### src/rtl/serializer.sv
// Framed serial transmitter: start(1), TXN_SZ data bits MSB first, even parity, stop(0).
// One-entry holding buffer in front of the shifter allows back-to-back frames.
module serializer #(
   parameter int TXN_SZ     = 8,
   parameter int GAP_CYCLES = 0
) (
   input  logic              clock,
   input  logic              reset,
   input  logic              in_valid,
   output logic              in_ready,
   input  logic [TXN_SZ-1:0] in_data,
   output logic              sout,
   output logic              busy,
   output logic              done
);

   localparam int CNT_W = (TXN_SZ > 1) ? $clog2(TXN_SZ) : 1;
   localparam int GAP_W = (GAP_CYCLES > 1) ? $clog2(GAP_CYCLES) : 1;
   localparam logic [CNT_W-1:0] CNT_LOAD = CNT_W'(TXN_SZ - 1);
   localparam logic [GAP_W-1:0] GAP_LOAD = GAP_W'((GAP_CYCLES > 0) ? GAP_CYCLES - 1 : 0);

   typedef enum logic [2:0] {IDLE, START, DATA, PARITY, STOP, GAP} state_t;

   state_t            state, state_next;
   logic [TXN_SZ-1:0] buf_data;
   logic              buf_full;
   logic [TXN_SZ-1:0] shreg;
   logic              par;
   logic [CNT_W-1:0]  bit_cnt;
   logic [GAP_W-1:0]  gap_cnt;
   logic              load;
   logic              accept;
   logic              sout_next;

   assign accept = in_valid && in_ready;

   // State register plus datapath; everything clears asynchronously, including the buffer word.
   // NOTE: sequential state uses <= only, so every register sees pre-edge values of the others.
   always_ff @(posedge clock or posedge reset) begin
      if (reset) begin
         state    <= IDLE;
         sout     <= 1'b0;
         buf_data <= '0;
         buf_full <= 1'b0;
         shreg    <= '0;
         par      <= 1'b0;
         bit_cnt  <= '0;
         gap_cnt  <= '0;
      end else begin
         state <= state_next;
         sout  <= sout_next;

         if (accept) begin
            buf_data <= in_data;
            buf_full <= 1'b1;
         end else if (load) begin
            buf_full <= 1'b0;
         end

         if (load) begin
            shreg <= buf_data;
            par   <= ^buf_data;
         end else if (state_next == DATA) begin
            shreg <= shreg << 1;
         end

         if (state == START)
            bit_cnt <= CNT_LOAD;
         else if (state == DATA && bit_cnt != '0)
            bit_cnt <= bit_cnt - CNT_W'(1);

         if (state == STOP)
            gap_cnt <= GAP_LOAD;
         else if (state == GAP && gap_cnt != '0)
            gap_cnt <= gap_cnt - GAP_W'(1);
      end
   end

   // NOTE: defaults at the top of each always_comb keep every path assigned, so no latches.
   always_comb begin
      state_next = state;
      load       = 1'b0;
      unique case (state)
         IDLE: begin
            if (buf_full) begin
               state_next = START;
               load       = 1'b1;
            end
         end
         START:  state_next = DATA;
         DATA:   if (bit_cnt == '0) state_next = PARITY;
         PARITY: state_next = STOP;
         STOP: begin
            if (GAP_CYCLES > 0) begin
               state_next = GAP;
            end else if (buf_full) begin
               state_next = START;
               load       = 1'b1;
            end else begin
               state_next = IDLE;
            end
         end
         GAP: begin
            if (gap_cnt == '0) begin
               if (buf_full) begin
                  state_next = START;
                  load       = 1'b1;
               end else begin
                  state_next = IDLE;
               end
            end
         end
         default: state_next = IDLE;
      endcase
   end

   // sout is registered from the next state, so the line value lines up with the state it belongs to.
   always_comb begin
      sout_next = 1'b0;
      unique case (state_next)
         START:   sout_next = 1'b1;
         DATA:    sout_next = shreg[TXN_SZ-1];
         PARITY:  sout_next = par;
         default: sout_next = 1'b0;
      endcase
      done     = (state == STOP);
      busy     = (state != IDLE) || buf_full;
      in_ready = !buf_full && !reset;
   end

endmodule

### config.mk
export PLATFORM = sky130hd
export DESIGN_NAME = serializer
export DESIGN_NICKNAME = d
export VERILOG_FILES = /design/src/rtl/serializer.sv
export SDC_FILE = /design/constraint.sdc
export NUM_CORES = 1
export LEC_CHECK = 0
export ABC_AREA = 0
export BUFFER_PORTS_ARGS = -buffer_cell sky130_fd_sc_hd__buf_2
export CAP_MARGIN = 5
export CORE_MARGIN = 4
export CORE_UTILIZATION = 51
export DETAILED_ROUTE_END_ITERATION = 8
export GPL_ROUTABILITY_DRIVEN = 1
export PLACE_DENSITY_LB_ADDON = 0.15
export SETUP_SLACK_MARGIN = 0.1
export SLEW_MARGIN = 10
export SYNTH_ARGS = -nofsm -noshare
export SYNTH_HDL_FRONTEND = slang
export SYNTH_SLANG_ARGS = --single-unit
### constraint.sdc
create_clock -name clock -period 1.8 [get_ports clock]
set_clock_uncertainty 0.1 [all_clocks]
set_input_delay 0.27 -clock clock [delete_from_list [all_inputs] [get_ports clock]]
set_output_delay 0.27 -clock clock [all_outputs]
set_load 0.02 [all_outputs]
### Yosys cells after proc, flatten, opt, wreduce, memory -nomap -nowiden

Index checks and enable logic that the tools add are counted.

* register bits: 26
* input port bits: 11
* logic and storage cells: 52

* add/sub/neg operators: 2
* equality and inequality tests: 8
* multiplexer cells: 17
* reductions and logical operators: 17

Operator list (number)
* case mux 3 bit (6 select lines): 1
* 2-to-1 mux 8 bit: 2
* 2-to-1 mux 3 bit: 5
* == test 3 x 2 -> 1 bit (second input constant): 4
* nonzero test 2 bit: 4
* parity 8 bit: 1
* 2-to-1 mux 1 bit: 7
* == test 3 x 1 -> 1 bit (second input constant): 2
* == test 3 bit (second input constant): 2
* zero test 3 bit: 2
* nonzero test 3 bit: 2
* logical AND 1 bit: 4
* case mux 1 bit (3 select lines): 1
* subtractor 3 x 1 -> 3 bit (second input constant): 1
* zero test 1 bit: 2
* case mux 1 bit (2 select lines): 1
* OR reduction 2 bit: 1
* logical OR 1 bit: 1
* subtractor 1 bit (second input constant): 1

### Longest topological paths before layout

* depth after elaboration: 6
* mapped depth: 6
* mapped depth without buffers: 6

### Least setup slack after synthesis

No wires, ideal clock.

* path kind: reg-to-reg
* start: register bit_cnt[0]
* end: register sout
* arrival: 1.648 ns
* required time: 1.579 ns
* slack: -0.068 ns
* cell stages (with the launch flop): 7
* buffers on the path: 0
* clock period less this slack: 1.868 ns
* path through: dfrtp_1 -> inv_1 -> ha_1 -> or3b_1 -> o32ai_2 -> mux2_1 -> a22o_1

* cells in the longest elaborated chain, start to end: 5
* elaborated cells between the ends (all ways): 7
* classes of those cells: eq/ne: 3; mux: 3; reduce/logical: 1

Ends and longest elaborated chain
* start, declared: RTL line 29 `logic [CNT_W-1:0] bit_cnt;`
* start signal, assigned: RTL line 70 `bit_cnt <= bit_cnt - CNT_W'(1);`
* zero test 3 bit *: RTL line 91 `DATA: if (bit_cnt == '0) state_next = PARITY;`
* 2-to-1 mux 3 bit *: RTL line 91
* case mux 3 bit (6 select lines) *: RTL line 83 `unique case (state)`
* net state_next[0]: RTL line 24 `state_t state, state_next;`
* == test 3 x 2 -> 1 bit or == test 3 x 1 -> 1 bit (tied branches): RTL line 120 `unique case (state_next)`
* case mux 1 bit (3 select lines) *: RTL line 120
* net sout_next: RTL line 33 `logic sout_next;`
* end signal, assigned: RTL line 51 `sout <= sout_next;`
* end, declared: RTL line 12 `output logic sout,`

The timed path passes the listed nets; every way through them passes the cells marked *.
A chain may end at the register's enable or synchronous reset.

### Worst setup path in the final report

* start: register bit_cnt[1]
* end: register sout

The elaborated chain is that of the path after synthesis.

==> summary.log <==
[power_and_ir_drop] share of total power in the clock network 12.2%
[die] Chip Width 60.7 µm
[route] number of DRC violations after detailed routing 0
[route] vias 1108
[timing] final critical-path share of the clock period 102%
[critical_path] cell type group with the largest total delay on the critical path flip-flops
[critical_path] WP buf/inv 1
[synth] top cells by area in the synthesized netlist sky130_fd_sc_hd__dfrtp_1, sky130_fd_sc_hd__mux2_2, sky130_fd_sc_hd__a41oi_1
[critical_path] critical-path cell list inv_2 -> ha_4 -> or3b_4 -> o32ai_4 -> mux2_4 -> a22o_1
[clocking] Sinks on Clock Net 26
[synth] flip-flop and latch count after synthesis 26
[power_and_ir_drop] total power of the final layout 3.34 mW
[power_and_ir_drop] net switching power 1.34 mW
[layout] commonest cells after routing, fill and taps aside sky130_fd_sc_hd__dfrtp_1, sky130_fd_sc_hd__nand2_1, sky130_fd_sc_hd__nor2_1, sky130_fd_sc_hd__buf_2, sky130_fd_sc_hd__buf_4
[die] Chip Height 60.7 µm
[route] per-cell via count in the routed design 5.49
[critical_path] slowest stage cell, crit path sky130_fd_sc_hd__dfrtp_1
[synth] number of enable-type register cells in the synthesized netlist 0
[power_and_ir_drop] P per Cell Area 1930 nW/µm²
[synth] top-area cell type share of the netlist area 46.0%
[placement] weighted congestion at the end of routability-driven global placement 0.747
[placement] DP Cell Count 191
[critical_path] data arrival at the endpoint of the critical path 1.97 ns
[clocking] depth of the CTS H-tree 1
[route] routed length per instance 14.5 µm
[synth] Mapped Avg Cell Area 9.69 µm²
[global_route] via count of the first global-routing pass 1131
[die] Die ar. 3680 µm²
[global_route] first-pass GRT wire length 5.00 mm
[clocking] number of buffers on the longest clock path 2
[die] core area 2570 µm²
[synth] Synth cell types 35
[placement] count of input and output buffers 14
[synth] Mapped Nets 159
[layout] count of antenna diodes in the layout 0
[layout] # nets final 186
[clocking] clock buffer count from CTS 3
[clocking] insertion delay of the later-clocked pin in the worst-skew pair 0.32 ns
[status] violated checks setup timing
[timing] Hold Vio Cnt, Final 0
[power_and_ir_drop] cell internal power dissipation 2.00 mW
[synth] Synth Flop Type sky130_fd_sc_hd__dfrtp_1
[hold_path] hold crit path type in2reg
[layout] layout cells sized above 1 33.7%
[die] number of I/O pins 15
[die] site row count 18
[timing] min cycle time layout 1.84 ns
[timing] maximum frequency from static timing analysis 544 MHz
[synth] Async S/R FF share, synth 100%
[layout] area growth from synthesis to layout 22.4%
[timing] RSZ-0062 raised after global routing yes
[synth] Synth area leader sky130_fd_sc_hd__dfrtp_1
[global_route] remaining global-route overflow 0
[critical_path] start-to-end type of the worst setup path reg2reg
[power_and_ir_drop] relative contribution of combinational cells to total power 55.1%
[clocking] CTS tree built
[route] Antenna Violating Nets Remaining 0
[critical_path] element type at the critical path end flip-flop
[job] # Max-Cap Violations 0
[global_route] number of antenna violations at the first check in global routing 0
[timing] final setup fails 1
[layout] final cell utilization of the core 67.4%
[layout] fillcell total 203
[clocking] clock-pin transition on the worst setup and hold timing paths 0.15 ns
[critical_path] Req. time, crit path 1.94 ns
[timing] worst-case headroom to the max-slew limit 62.8%
[route] Starting DRT DRC Count 72
[synth] Synth Instances 146
[status] run status finished, violations left
[layout] Non-Filler Instances 202
[power_and_ir_drop] share of total power consumed by net switching 40.0%
[critical_path] maximum fanout along the worst path 2
[power_and_ir_drop] Sequential Power Share 32.7%
[power_and_ir_drop] maximum ir drop on the vdd rail 0.00130 V
[die] Initial Util 55.1%
[route] number of detailed-route iterations in the first pass 4
[global_route] maximum number of pins on one net before global-route repair 19
[placement] detailed placement HPWL 2.00 mm
[critical_path] Worst Setup Start Kind flip-flop
[power_and_ir_drop] cell leakage power 0.748 nW
[timing] post-layout worst setup margin -0.0386 ns
[timing] max-slew violation count 0
[timing] pin slew with the least headroom to its limit 0.558 ns
[synth] cell area after synthesis 1420 µm²
[critical_path] CP peak stage delay 0.42 ns
[synth] total of warnings raised by yosys 0
[route] wirelength, routed 2.93 mm
[layout] most common library cell in the layout ignoring fill and taps sky130_fd_sc_hd__dfrtp_1
[global_route] Tot GR Track Use 17.6%
[clocking] Root Buffer sky130_fd_sc_hd__clkbuf_4
[synth] portion of the post-synthesis area used by sequential elements 46.0%
synth_stat cells, types with 2 or more instances:
cell type	n
sky130_fd_sc_hd__and2_1	2
sky130_fd_sc_hd__mux2_2	7
sky130_fd_sc_hd__nor2_1	14
sky130_fd_sc_hd__a21oi_1	6
sky130_fd_sc_hd__dfrtp_1	26
sky130_fd_sc_hd__inv_1	5
sky130_fd_sc_hd__and2b_1	2
sky130_fd_sc_hd__o22a_1	2
sky130_fd_sc_hd__nor2b_1	7
sky130_fd_sc_hd__nand2_1	15
sky130_fd_sc_hd__nand2b_1	2
sky130_fd_sc_hd__inv_2	2
sky130_fd_sc_hd__nand3_1	10
sky130_fd_sc_hd__o21ai_0	9
sky130_fd_sc_hd__xnor2_1	7
sky130_fd_sc_hd__buf_2	4
sky130_fd_sc_hd__ha_1	2
sky130_fd_sc_hd__a41oi_1	7
state kept, by name (all words and copies together) (netlist names):
name / flops
bit_cnt: 3
buf_data: 8
buf_full: 1
gap_cnt: 1
par: 1
shreg: 8
sout: 1
state: 3
worst register-to-register path: stages, from the launching register on:
cell and delay, ns:
sky130_fd_sc_hd__dfrtp_1 0.42, sky130_fd_sc_hd__inv_2 0.08, sky130_fd_sc_hd__ha_4 0.13, sky130_fd_sc_hd__or3b_4 0.38, sky130_fd_sc_hd__o32ai_4 0.13, sky130_fd_sc_hd__mux2_4 0.33, sky130_fd_sc_hd__a22o_1 0.17
metal layers:
metal / global-route usage [%] / wire (µm) / vias to the layer above
met5: 0 / 0 / -
met4: 3.72 / 23 / 0
li1: - / - / 560
met2: 29.2 / 1530 / 13
met3: 2.55 / 62 / 3
met1: 24.4 / 1320 / 532
cell type report:
class / count / area, µm² / share of cell area, %
multi-input cells: 106 / 761 / 43.9
flip-flops and latches: 26 / 652 / 37.6
repair buffers: 29 / 198 / 11.4
well taps: 30 / 37.5 / 2.17
inverters: 7 / 31.3 / 1.81
clock inverters: 1 / 30.0 / 1.73
clock buffers: 3 / 22.5 / 1.30
kinds of logic (layout without fill, tap and decap cells):
family	count (synthesis)	in the layout	synth area share, %
xor+xnor	7	7	4.33
mux	9	9	7.07
fa+ha+maj	2	2	1.77
simple gates	56	56	19.4
compound gates	32	32	15.7
flops	26	26	46.0
buf+inv	14	40	5.75
final timing paths:
check / startpoint / endpoint / slack (ns) / depth (start not counted)
worst max-delay path: bit_cnt[1]$_DFFE_PP0P_ / sout$_DFF_PP0_ / -0.04 / 6
worst min-delay path: in_data[0] / buf_data[0]$_DFFE_PP0P_ / 0.03 / 3
max in group asynchronous: reset / shreg[5]$_DFFE_PP0P_ / 0.72 / 4
worst max register to register: bit_cnt[1]$_DFFE_PP0P_ / sout$_DFF_PP0_ / -0.04 / 6
worst min register to register: par$_DFFE_PP0P_ / par$_DFFE_PP0P_ / 0.44 / 2
min in group asynchronous: reset / par$_DFFE_PP0P_ / 0.42 / 3
power by group through the flow:
| stage | sequential, mW | combinational [mW] | clock (mW) |
|---|---|---|---|
| finish | 1.09 | 1.84 | 0.407 |
| global placement | 1.09 | 1.49 | 0 |
| floorplan | 1.03 | 1.28 | 0 |
| global route | 1.13 | 2.05 | 0.441 |
| detailed placement | 1.10 | 1.53 | 0 |
| CTS | 1.09 | 1.57 | 0.415 |
per-stage QoR:
stage               hold slack (ns)  cell area (µm²)  setup TNS (ns)  setup slack (ns)
finish                       0.0328             1730         -0.0386           -0.0386
global route                 0.0363             1730          -0.310           -0.0786
CTS                          0.0231             1630         -0.0605           -0.0605
detailed placement            0.256             1540         -0.0523           -0.0523
global placement              0.242             1540         -0.0225           -0.0225
floorplan                     0.210             1420         -0.0225           -0.0225
timing repair:
action | CTS | global route
pin swaps | 1 | 7
hold buffers | 1 | 0
buffers inserted | 1 | 5
hold endpoints to repair | 12 | 0
resized for setup | 5 | 20
setup endpoints to repair | 10 | 17
(Power assumes the default switching activity.)
